**src/rtl/privmode_nest_if.sv**
```systemverilog
// privmode_nest_if: M/W-stage signal bundle between pipeline control and the privilege-mode tracker.
//  master (pipeline/driver): StallW, TrapM, TrapToM/HS/VS, mretM, sretM, STATUS_MPP, STATUS_SPP,
//                            MSTATUS_MPV, HSTATUS_SPV, NestClrM
//  slave  (tracker):         NextPrivilegeModeM, NextVirtModeM, PrivilegeModeW, VirtModeW,
//                            NestDepthW, DoubleTrapM, LockedW
//  PRIVMODE_DEBUG_EN adds DebugReqM, dretM, DCSR_PRV, DCSR_V (to tracker) and DebugModeW (from it).
interface privmode_nest_if #(parameter int NEST_W = 4);
  logic StallW, TrapM, TrapToM, TrapToHS, TrapToVS, mretM, sretM;
  logic [1:0] STATUS_MPP;
  logic STATUS_SPP, MSTATUS_MPV, HSTATUS_SPV, NestClrM;
  logic [1:0] NextPrivilegeModeM, PrivilegeModeW;
  logic NextVirtModeM, VirtModeW;
  logic [NEST_W-1:0] NestDepthW;
  logic DoubleTrapM, LockedW;
`ifdef PRIVMODE_DEBUG_EN
  logic DebugReqM, dretM, DCSR_V, DebugModeW;
  logic [1:0] DCSR_PRV;
  modport master(output StallW, TrapM, TrapToM, TrapToHS, TrapToVS, mretM, sretM, STATUS_MPP,
                 STATUS_SPP, MSTATUS_MPV, HSTATUS_SPV, NestClrM, DebugReqM, dretM, DCSR_PRV, DCSR_V,
                 input NextPrivilegeModeM, NextVirtModeM, PrivilegeModeW, VirtModeW, NestDepthW,
                 DoubleTrapM, LockedW, DebugModeW);
  modport slave(input StallW, TrapM, TrapToM, TrapToHS, TrapToVS, mretM, sretM, STATUS_MPP,
                STATUS_SPP, MSTATUS_MPV, HSTATUS_SPV, NestClrM, DebugReqM, dretM, DCSR_PRV, DCSR_V,
                output NextPrivilegeModeM, NextVirtModeM, PrivilegeModeW, VirtModeW, NestDepthW,
                DoubleTrapM, LockedW, DebugModeW);
`else
  modport master(output StallW, TrapM, TrapToM, TrapToHS, TrapToVS, mretM, sretM, STATUS_MPP,
                 STATUS_SPP, MSTATUS_MPV, HSTATUS_SPV, NestClrM,
                 input NextPrivilegeModeM, NextVirtModeM, PrivilegeModeW, VirtModeW, NestDepthW,
                 DoubleTrapM, LockedW);
  modport slave(input StallW, TrapM, TrapToM, TrapToHS, TrapToVS, mretM, sretM, STATUS_MPP,
                STATUS_SPP, MSTATUS_MPV, HSTATUS_SPV, NestClrM,
                output NextPrivilegeModeM, NextVirtModeM, PrivilegeModeW, VirtModeW, NestDepthW,
                DoubleTrapM, LockedW);
`endif
endinterface

```
**src/rtl/privmode_nest.sv**
```systemverilog
// privmode_nest: tracks {V, PRV} across traps and returns, counts nested M-mode traps and locks on double trap.
//  clk      in  clock
//  reset_n  in  asynchronous active-low reset
//  bus      privmode_nest_if.slave (pipeline events in, next/current mode, depth, lock out)
//  Optional debug mode (DEBUG state, debug ports) is built when PRIVMODE_DEBUG_EN is defined.
module privmode_nest #(
  parameter bit U_SUP    = 1'b1,
  parameter bit S_SUP    = 1'b1,
  parameter bit H_SUP    = 1'b1,
  parameter int MAX_NEST = 2,
  parameter int NEST_W   = 4
) (
  input logic clk,
  input logic reset_n,
  privmode_nest_if.slave bus
);
`ifdef PRIVMODE_DEBUG_EN
  typedef enum logic [1:0] {RUN, LOCKED, DEBUG} state_t;
  state_t saved_q, saved_d;
`else
  typedef enum logic [1:0] {RUN, LOCKED} state_t;
`endif
  localparam logic [NEST_W-1:0] MAX = NEST_W'(MAX_NEST);
  state_t state_q, state_d;
  logic [1:0] prv_q, prv_d, mpp;
  logic v_q, v_d, dbl, to_m;
  logic [NEST_W-1:0] depth_q, depth_d;
  // Without S-mode every trap lands in M; reserved MPP (and S when absent) returns to U.
  assign to_m = bus.TrapToM | (S_SUP ? 1'b0 : (bus.TrapToHS | bus.TrapToVS));
  assign mpp = (bus.STATUS_MPP == 2'b10 || (!S_SUP && bus.STATUS_MPP == 2'b01)) ? 2'b00 : bus.STATUS_MPP;
  always_comb begin
    state_d = state_q;
    prv_d = prv_q;
    v_d = v_q;
    depth_d = depth_q;
    dbl = 1'b0;
`ifdef PRIVMODE_DEBUG_EN
    saved_d = saved_q;
`endif
    case (state_q)
      RUN: begin
        depth_d = bus.NestClrM ? '0 : depth_q;
        if (bus.TrapM) begin
          prv_d = to_m ? 2'b11 : 2'b01;
          v_d = to_m ? 1'b0 : bus.TrapToVS;
          // A same-cycle nest clear wins over the depth bookkeeping, so no double trap then.
          if (to_m && !bus.NestClrM) begin
            dbl = depth_q == MAX;
            depth_d = dbl ? depth_q : depth_q + NEST_W'(1);
            state_d = dbl ? LOCKED : RUN;
          end
        end else if (bus.mretM) begin
          prv_d = mpp;
          v_d = bus.MSTATUS_MPV & (mpp != 2'b11);
          depth_d = (bus.NestClrM || depth_q == '0) ? '0 : depth_q - NEST_W'(1);
        end else if (bus.sretM && S_SUP) begin
          prv_d = {1'b0, bus.STATUS_SPP};
          v_d = v_q | bus.HSTATUS_SPV;
        end
      end
      LOCKED: begin
        prv_d = 2'b11;
        v_d = 1'b0;
        depth_d = bus.NestClrM ? '0 : depth_q;
        state_d = bus.NestClrM ? RUN : LOCKED;
      end
`ifdef PRIVMODE_DEBUG_EN
      DEBUG: begin
        prv_d = bus.dretM ? bus.DCSR_PRV : prv_q;
        v_d = bus.dretM ? bus.DCSR_V : v_q;
        state_d = bus.dretM ? saved_q : DEBUG;
      end
`endif
      default: state_d = RUN;
    endcase
`ifdef PRIVMODE_DEBUG_EN
    // Debug entry preempts every other event and remembers where to return.
    if (bus.DebugReqM && state_q != DEBUG) begin
      saved_d = state_q;
      state_d = DEBUG;
      prv_d = 2'b11;
      v_d = 1'b0;
      depth_d = depth_q;
      dbl = 1'b0;
    end
`endif
    if (!U_SUP) prv_d = 2'b11;
    if (!H_SUP) v_d = 1'b0;
  end
  always_ff @(posedge clk or negedge reset_n) begin
    if (!reset_n) begin
      state_q <= RUN;
      prv_q <= 2'b11;
      v_q <= 1'b0;
      depth_q <= '0;
`ifdef PRIVMODE_DEBUG_EN
      saved_q <= RUN;
`endif
    end else if (!bus.StallW) begin
      state_q <= state_d;
      prv_q <= prv_d;
      v_q <= v_d;
      depth_q <= depth_d;
`ifdef PRIVMODE_DEBUG_EN
      saved_q <= saved_d;
`endif
    end
  end
  assign bus.NextPrivilegeModeM = prv_d;
  assign bus.NextVirtModeM = v_d;
  assign bus.PrivilegeModeW = prv_q;
  assign bus.VirtModeW = v_q;
  assign bus.NestDepthW = depth_q;
  assign bus.DoubleTrapM = dbl;
  assign bus.LockedW = state_q == LOCKED;
`ifdef PRIVMODE_DEBUG_EN
  assign bus.DebugModeW = state_q == DEBUG;
`endif
endmodule

```
**src/flat_wrapper.sv**
```systemverilog
// flat-port wrapper written by rule: the top's interface ports become plain ports
module privmode_nest_flat 
#(
  parameter bit U_SUP    = 1'b1,
  parameter bit S_SUP    = 1'b1,
  parameter bit H_SUP    = 1'b1,
  parameter int MAX_NEST = 2,
  parameter int NEST_W   = 4
)
  (clk, reset_n, bus_StallW, bus_TrapM, bus_TrapToM, bus_TrapToHS, bus_TrapToVS, bus_mretM, bus_sretM, bus_STATUS_MPP, bus_STATUS_SPP, bus_MSTATUS_MPV, bus_HSTATUS_SPV, bus_NestClrM, bus_NextPrivilegeModeM, bus_NextVirtModeM, bus_PrivilegeModeW, bus_VirtModeW, bus_NestDepthW, bus_DoubleTrapM, bus_LockedW);
  privmode_nest_if #(.NEST_W(NEST_W)) bus_i ();
  input logic clk;
  input logic reset_n;
  input wire logic [$bits(bus_i.StallW)-1:0] bus_StallW;
  input wire logic [$bits(bus_i.TrapM)-1:0] bus_TrapM;
  input wire logic [$bits(bus_i.TrapToM)-1:0] bus_TrapToM;
  input wire logic [$bits(bus_i.TrapToHS)-1:0] bus_TrapToHS;
  input wire logic [$bits(bus_i.TrapToVS)-1:0] bus_TrapToVS;
  input wire logic [$bits(bus_i.mretM)-1:0] bus_mretM;
  input wire logic [$bits(bus_i.sretM)-1:0] bus_sretM;
  input wire logic [$bits(bus_i.STATUS_MPP)-1:0] bus_STATUS_MPP;
  input wire logic [$bits(bus_i.STATUS_SPP)-1:0] bus_STATUS_SPP;
  input wire logic [$bits(bus_i.MSTATUS_MPV)-1:0] bus_MSTATUS_MPV;
  input wire logic [$bits(bus_i.HSTATUS_SPV)-1:0] bus_HSTATUS_SPV;
  input wire logic [$bits(bus_i.NestClrM)-1:0] bus_NestClrM;
  output wire logic [$bits(bus_i.NextPrivilegeModeM)-1:0] bus_NextPrivilegeModeM;
  output wire logic [$bits(bus_i.NextVirtModeM)-1:0] bus_NextVirtModeM;
  output wire logic [$bits(bus_i.PrivilegeModeW)-1:0] bus_PrivilegeModeW;
  output wire logic [$bits(bus_i.VirtModeW)-1:0] bus_VirtModeW;
  output wire logic [$bits(bus_i.NestDepthW)-1:0] bus_NestDepthW;
  output wire logic [$bits(bus_i.DoubleTrapM)-1:0] bus_DoubleTrapM;
  output wire logic [$bits(bus_i.LockedW)-1:0] bus_LockedW;
  assign bus_i.StallW = bus_StallW;
  assign bus_i.TrapM = bus_TrapM;
  assign bus_i.TrapToM = bus_TrapToM;
  assign bus_i.TrapToHS = bus_TrapToHS;
  assign bus_i.TrapToVS = bus_TrapToVS;
  assign bus_i.mretM = bus_mretM;
  assign bus_i.sretM = bus_sretM;
  assign bus_i.STATUS_MPP = bus_STATUS_MPP;
  assign bus_i.STATUS_SPP = bus_STATUS_SPP;
  assign bus_i.MSTATUS_MPV = bus_MSTATUS_MPV;
  assign bus_i.HSTATUS_SPV = bus_HSTATUS_SPV;
  assign bus_i.NestClrM = bus_NestClrM;
  assign bus_NextPrivilegeModeM = bus_i.NextPrivilegeModeM;
  assign bus_NextVirtModeM = bus_i.NextVirtModeM;
  assign bus_PrivilegeModeW = bus_i.PrivilegeModeW;
  assign bus_VirtModeW = bus_i.VirtModeW;
  assign bus_NestDepthW = bus_i.NestDepthW;
  assign bus_DoubleTrapM = bus_i.DoubleTrapM;
  assign bus_LockedW = bus_i.LockedW;
  privmode_nest #(.U_SUP(U_SUP), .S_SUP(S_SUP), .H_SUP(H_SUP), .MAX_NEST(MAX_NEST), .NEST_W(NEST_W)) u_core (.clk(clk), .reset_n(reset_n), .bus(bus_i));
endmodule
```
**config.mk**
```make
export PLATFORM = sky130hd
export DESIGN_NAME = privmode_nest_flat
export DESIGN_NICKNAME = d
export VERILOG_FILES = /design/src/rtl/privmode_nest_if.sv /design/src/rtl/privmode_nest.sv /design/src/flat_wrapper.sv
export SDC_FILE = /design/constraint.sdc
export NUM_CORES = 1
export LEC_CHECK = 0
export ABC_AREA = 1
export BUFFER_PORTS_ARGS = -buffer_cell sky130_fd_sc_hd__buf_2
export CAP_MARGIN = 20
export CORE_UTILIZATION = 45
export DETAILED_ROUTE_END_ITERATION = 16
export PLACE_DENSITY = 0.81
export SYNTH_ARGS = -nofsm -noshare
export SYNTH_HDL_FRONTEND = slang
export SYNTH_SLANG_ARGS = --single-unit
```
**constraint.sdc**
```tcl
create_clock -name clk -period 1.41 [get_ports clk]
set_input_delay 0.282 -clock clk [delete_from_list [all_inputs] [get_ports clk]]
set_output_delay 0.282 -clock clk [all_outputs]
set_load 0.005 [all_outputs]
```
* Yosys cells after proc, flatten, opt, wreduce, memory -nomap -nowiden
Index checks and enable logic that the tools add are counted.
W data, S select, Z words.
** Cells by class
- Reduce and logical (&&, ||, !) cells :: 8
- Add/subtract/negate cells :: 2
- Multiplexer cells :: 26
- Eq/ne operators :: 7
- Bitwise gates (word level) :: 3
** Operator list (number)
- $mux W4 :: 6
- $mux W2 :: 7
- $mux W1 :: 9
- $pmux W2 S2 :: 2
- $pmux W4 S2 :: 1
- $reduce_and A3 Y1 :: 2
- $add A4 B1 Y4 const B :: 1
- $eq A4 B2 Y1 const B :: 1
- $logic_not A4 Y1 :: 1
- $ne A2 B2 Y1 const B :: 2
- $ne A4 B4 Y1 const B :: 1
- $sub A4 B1 Y4 const B :: 1
- $eq A2 B1 Y1 const B :: 1
- $eq A2 B2 Y1 const B :: 1
- $logic_not A2 Y1 :: 1
- $ne A2 B1 Y1 const B :: 1
- $pmux W1 S2 :: 1
- $reduce_bool A2 Y1 :: 1
- $and A1 B1 Y1 :: 1
- $logic_and A1 B1 Y1 :: 1
- $logic_not A1 Y1 :: 1
- $logic_or A1 B1 Y1 :: 1
- $not A1 Y1 :: 1
- $or A1 B1 Y1 :: 1
** Word-level totals
- Output and inout port bits :: 12
- Register bits :: 9
- Input port bits :: 15

* Longest topological paths before layout
- Depth after elaboration :: 7
- Gate-level depth with buffers :: 9

* Least setup slack after synthesis
OpenSTA, ideal clock, no wires.
- Kind :: register to register
- Start point :: register u_core.depth_q[0], in the netlist u_core.bus.NestDepthW[0]
- End point :: register u_core.depth_q[2], in the netlist u_core.bus.NestDepthW[2]
- Clock period less this slack :: 1.305 ns
- Path slack :: 0.105 ns
- Stages on the path, launching flop included :: 9
- Arrival :: 1.189 ns
- Path buffers :: 0
- Cell sequence :: dfrtp_1 > inv_1 > ha_1 > nand2_2 > nor2_8 > nor2_4 > nand2_2 > nor2_1 > nor2_1
** Between the ends
- Longest elaborated chain between the ends :: 6
** Ends and longest elaborated chain
- from (decl) :: line privmode_nest.sv:27 : logic [NEST_W-1:0] depth_q, depth_d;
- from (signal assigned) :: line privmode_nest.sv:103 : depth_q <= depth_d;
- branches (longest 6 deep; another with $sub A4 B1 Y4)
Parallel ways; which one is timed is not known. The select of a mux whose other input is x is not followed.
A chain may end at the register's enable or synchronous reset.

* Worst setup path after layout
- Start point :: register u_core.state_q[0]
- End point :: output port bus_NextVirtModeM
** Between the ends
- Longest elaborated chain between the ends :: 2
** Ends and longest elaborated chain
- from (decl) :: line privmode_nest.sv:24 : state_t state_q, state_d;
- from (signal assigned) :: line privmode_nest.sv:100 : state_q <= state_d;
- $eq A2 B1 Y1 or $logic_not A2 Y1 (tied branches) :: line privmode_nest.sv:40 : case (state_q)
- $pmux W1 S2 (*) :: line privmode_nest.sv:40
- to (decl) :: line flat_wrapper.sv:27 : output wire logic [$bits(bus_i.NextVirtModeM)-1:0] bus_NextVirtModeM;
Every way passes the cells marked *; elsewhere a longest branch is shown, timed or not.

==> results_dict.tcl <==
set metrics [dict create \
    status "finished with violations" \
    failed_checks "setup timing" \
    required_ns 1.13 \
    r2r-end "u_core.bus.VirtModeW" \
    grt_overflow 0 \
    initial_utilization 0.484 \
    r2r_cells 11 \
    hold_path_depth 3 \
    max_stage_delay_ns 0.47 \
    grt_max_degree 9 \
    path_class "flop to output port" \
    cts-root-buf "clkbuf_4" \
    cts_tree "built" \
    clk_latency_ns 0.27 \
    drt_wl_total_um 2640 \
    fp.coreArea_sq_um 1510 \
    gp_congestion 0.853 \
    path_buf_inv 2 \
    r2r-start "u_core.state_q[0]" \
    rsz0062_at_grt "true" \
    drc 0 \
    avgSynthCellArea_sq_um 6.63 \
    ys_seq_elements 8 \
    drt_iter0_drc 38 \
    max_slew_margin 0.840 \
    cp_slowest_cell "dfrtp_2" \
    syn_inst 110 \
    synth_top_area_frac 0.206 \
    synth_top_cells_by_count "nand2_1 (38), inv_1 (12), nor2_1 (9)" \
    hold_class "input port to flop" \
    diodes 0 \
    max-clock-path-buffers 2 \
    synth_ff_type "dfrtp_1" \
    power_density_nw_per_um2 1040 \
    clock-sinks 8 \
    power.total_mw 1.21 \
    ys_top_cells_by_area "dfrtp_1 (21%), nand2_1 (20%), dfstp_2 (7.2%), inv_1 (6.2%), nand3_1 (5.5%)" \
    drive_gt1_frac 0.543 \
    fin_ws_ns -0.240 \
    cts_buffers 3 \
    firstDrtPassIters 4 \
    nFillCells 99 \
    h-tree-depth 1 \
    final_nets 181 \
    crit_family "flip-flops" \
    grt_pass1_vias 842 \
    synthesis.area_sq_um 729 \
    slew_violations 0 \
    skew_ns 0.0150 \
    p_leak_nw 0.650 \
    syn_to_final_growth_pct 59.3 \
    die_x_um 42.3 \
    arrival_ns 1.37 \
    die_h_um 42.3 \
    post-route-period-util 1.17 \
    r2r_setup_slack_ns -0.08 \
    antenna_left 0 \
    drv_cap 0 \
    setup_viol 9 \
    io_pins 27 \
    hold_viol 0 \
    antenna_found_initial 0 \
    worst_pin_slew_ns 0.240 \
    hold_end "u_core.bus.PrivilegeModeW[1]" \
    yosysSeqAreaShare 0.278 \
    wl_per_cell_um 14.8 \
    cp_common_cell "nor2_4" \
    synth.most_common_cell "nand2_1" \
    crit_path_cell_trace "nor2_4 -> inv_2 -> nor2_4 -> nand2_1 -> o21ai_2 -> buf_2" \
    min-delay-start "bus_StallW" \
    end_kind "output port" \
    start_kind "flop" \
    final_util 0.772 \
    dieArea_sq_um 1790 \
    synth_warnings 0 \
    dp_hpwl_um 1370 \
    crit_fanout 5 \
    synth_area_leader_cell "dfrtp_1" \
    grtUsageTotal 0.266 \
    port_buffers 25 \
    path_clk_slew_ns 0.06 \
    vias 982 \
    ys_types 22 \
    fmax_mhz 606 \
    rows 14 \
    synthArstFlopShare 1.00 \
    timing.final.crit_period_ns 1.65 \
    grt_pass1_wl_um 3560 \
    syn_nets 128 \
    ir_drop_mv 0.976 \
    vias_per_cell 5.52 \
    synth-edff-count 0 \
]
## metrics by stage
step	hold slack, ns	setup TNS [ns]	cells	area (sq um)	setup WS (ns)
after floorplan	-0.0136	0	110	729	0.105
after global placement	0.129	0	154	893	0.0574
after detailed placement	0.134	0	154	893	0.0216
after CTS	0.289	-0.637	170	1050	-0.158
after global routing	0.315	-1.44	178	1160	-0.280
final	0.296	-0.931	178	1160	-0.240
## worst max-delay path by stage
stage / from / end / slack, ns / cells after the start
2_1_floorplan: u_core.bus.NestDepthW[0] / u_core.bus.NestDepthW[2] / 0.10 / 8
3_3_place_gp: u_core.bus.NestDepthW[0] / bus_DoubleTrapM / 0.06 / 5
3_5_place_dp: u_core.bus.NestDepthW[0] / u_core.bus.NestDepthW[2] / 0.02 / 8
4_1_cts: u_core.state_q[0] / bus_NextVirtModeM / -0.16 / 6
5_1_grt: u_core.state_q[0] / bus_NextVirtModeM / -0.28 / 6
6_report: u_core.state_q[0] / bus_NextVirtModeM / -0.24 / 6
## flip-flops by register name, indices dropped and copies added, names as in the netlist
register and count:
u_core.state_q 1, u_core.bus.PrivilegeModeW 2, u_core.bus.NestDepthW 4, u_core.bus.VirtModeW 1
## placed cells by master, fill, tap and decap left out
cell type	Yosys	routed
buf_2	0	25
xor2_1	1	1
inv_2	2	5
inv_1	12	9
a21oi_1	3	1
dfstp_2	2	2
nor2_2	4	3
o21ai_2	1	2
nand3_2	0	2
ha_1	3	1
ha_2	0	2
nand2_8	0	1
nor3_1	1	1
nor2_8	1	1
o21ai_0	6	5
nand2_2	4	7
dfrtp_2	0	2
nand3_1	8	6
dlygate4sd3_1	0	1
clkbuf_1	0	1
clkbuf_4	0	3
o211ai_2	1	1
nand4_1	3	3
a31oi_2	0	1
nand2_1	38	34
nand2_4	1	1
dfrtp_1	6	4
nor2_4	2	5
buf_4	0	20
a21oi_2	0	2
buf_6	1	3
nor2_1	9	7
## power breakdown
group          switching, mW  leakage [nW]  internal [mW]
combinational          0.368         0.539          0.311
clock                 0.0867        0.0150          0.109
sequential            0.0567        0.0961          0.281
## tightest hold or removal path, stage by stage
cell and delay, ns:
buf_2 0.14, nand2_1 0.06, nand2_1 0.05
## what timing repair did
action                     CTS  global route
hold buffers                 1             0
resized for setup           13            15
setup buffers               11             9
pin swaps                    7            12
setup endpoints to repair    4             9
hold endpoints to repair     6             0
## layer usage
metal,track usage,vias up,wire length (um)
met3,0.0216,16,132
met1,0.327,473,1110
li1,-,456,-
met5,0,-,0
met2,0.443,37,1270
met4,0.169,0,129
## layout make-up
class | instances | area, sq um | share of cell area
Clock buffer | 4 | 26.3 | 0.0226
Inverter | 14 | 52.6 | 0.0452
Multi-Input combinational cell | 87 | 539 | 0.464
Sequential cell | 8 | 205 | 0.177
Tap cell | 16 | 20.0 | 0.0172
Timing Repair Buffer | 49 | 319 | 0.274
## kinds of logic (layout without fill, tap and decap cells)
kind of cell	after synthesis	count (layout)	synth area share
XOR/XNOR	1	1	0.0120
flip-flops	8	8	0.278
AND/OR/NAND/NOR	71	71	0.472
adder cells (fa/ha/maj)	3	3	0.0515
buffers and inverters	15	67	0.0875
AO/OA/AOI/OAI	12	12	0.0995
(Power assumes the default switching activity.)
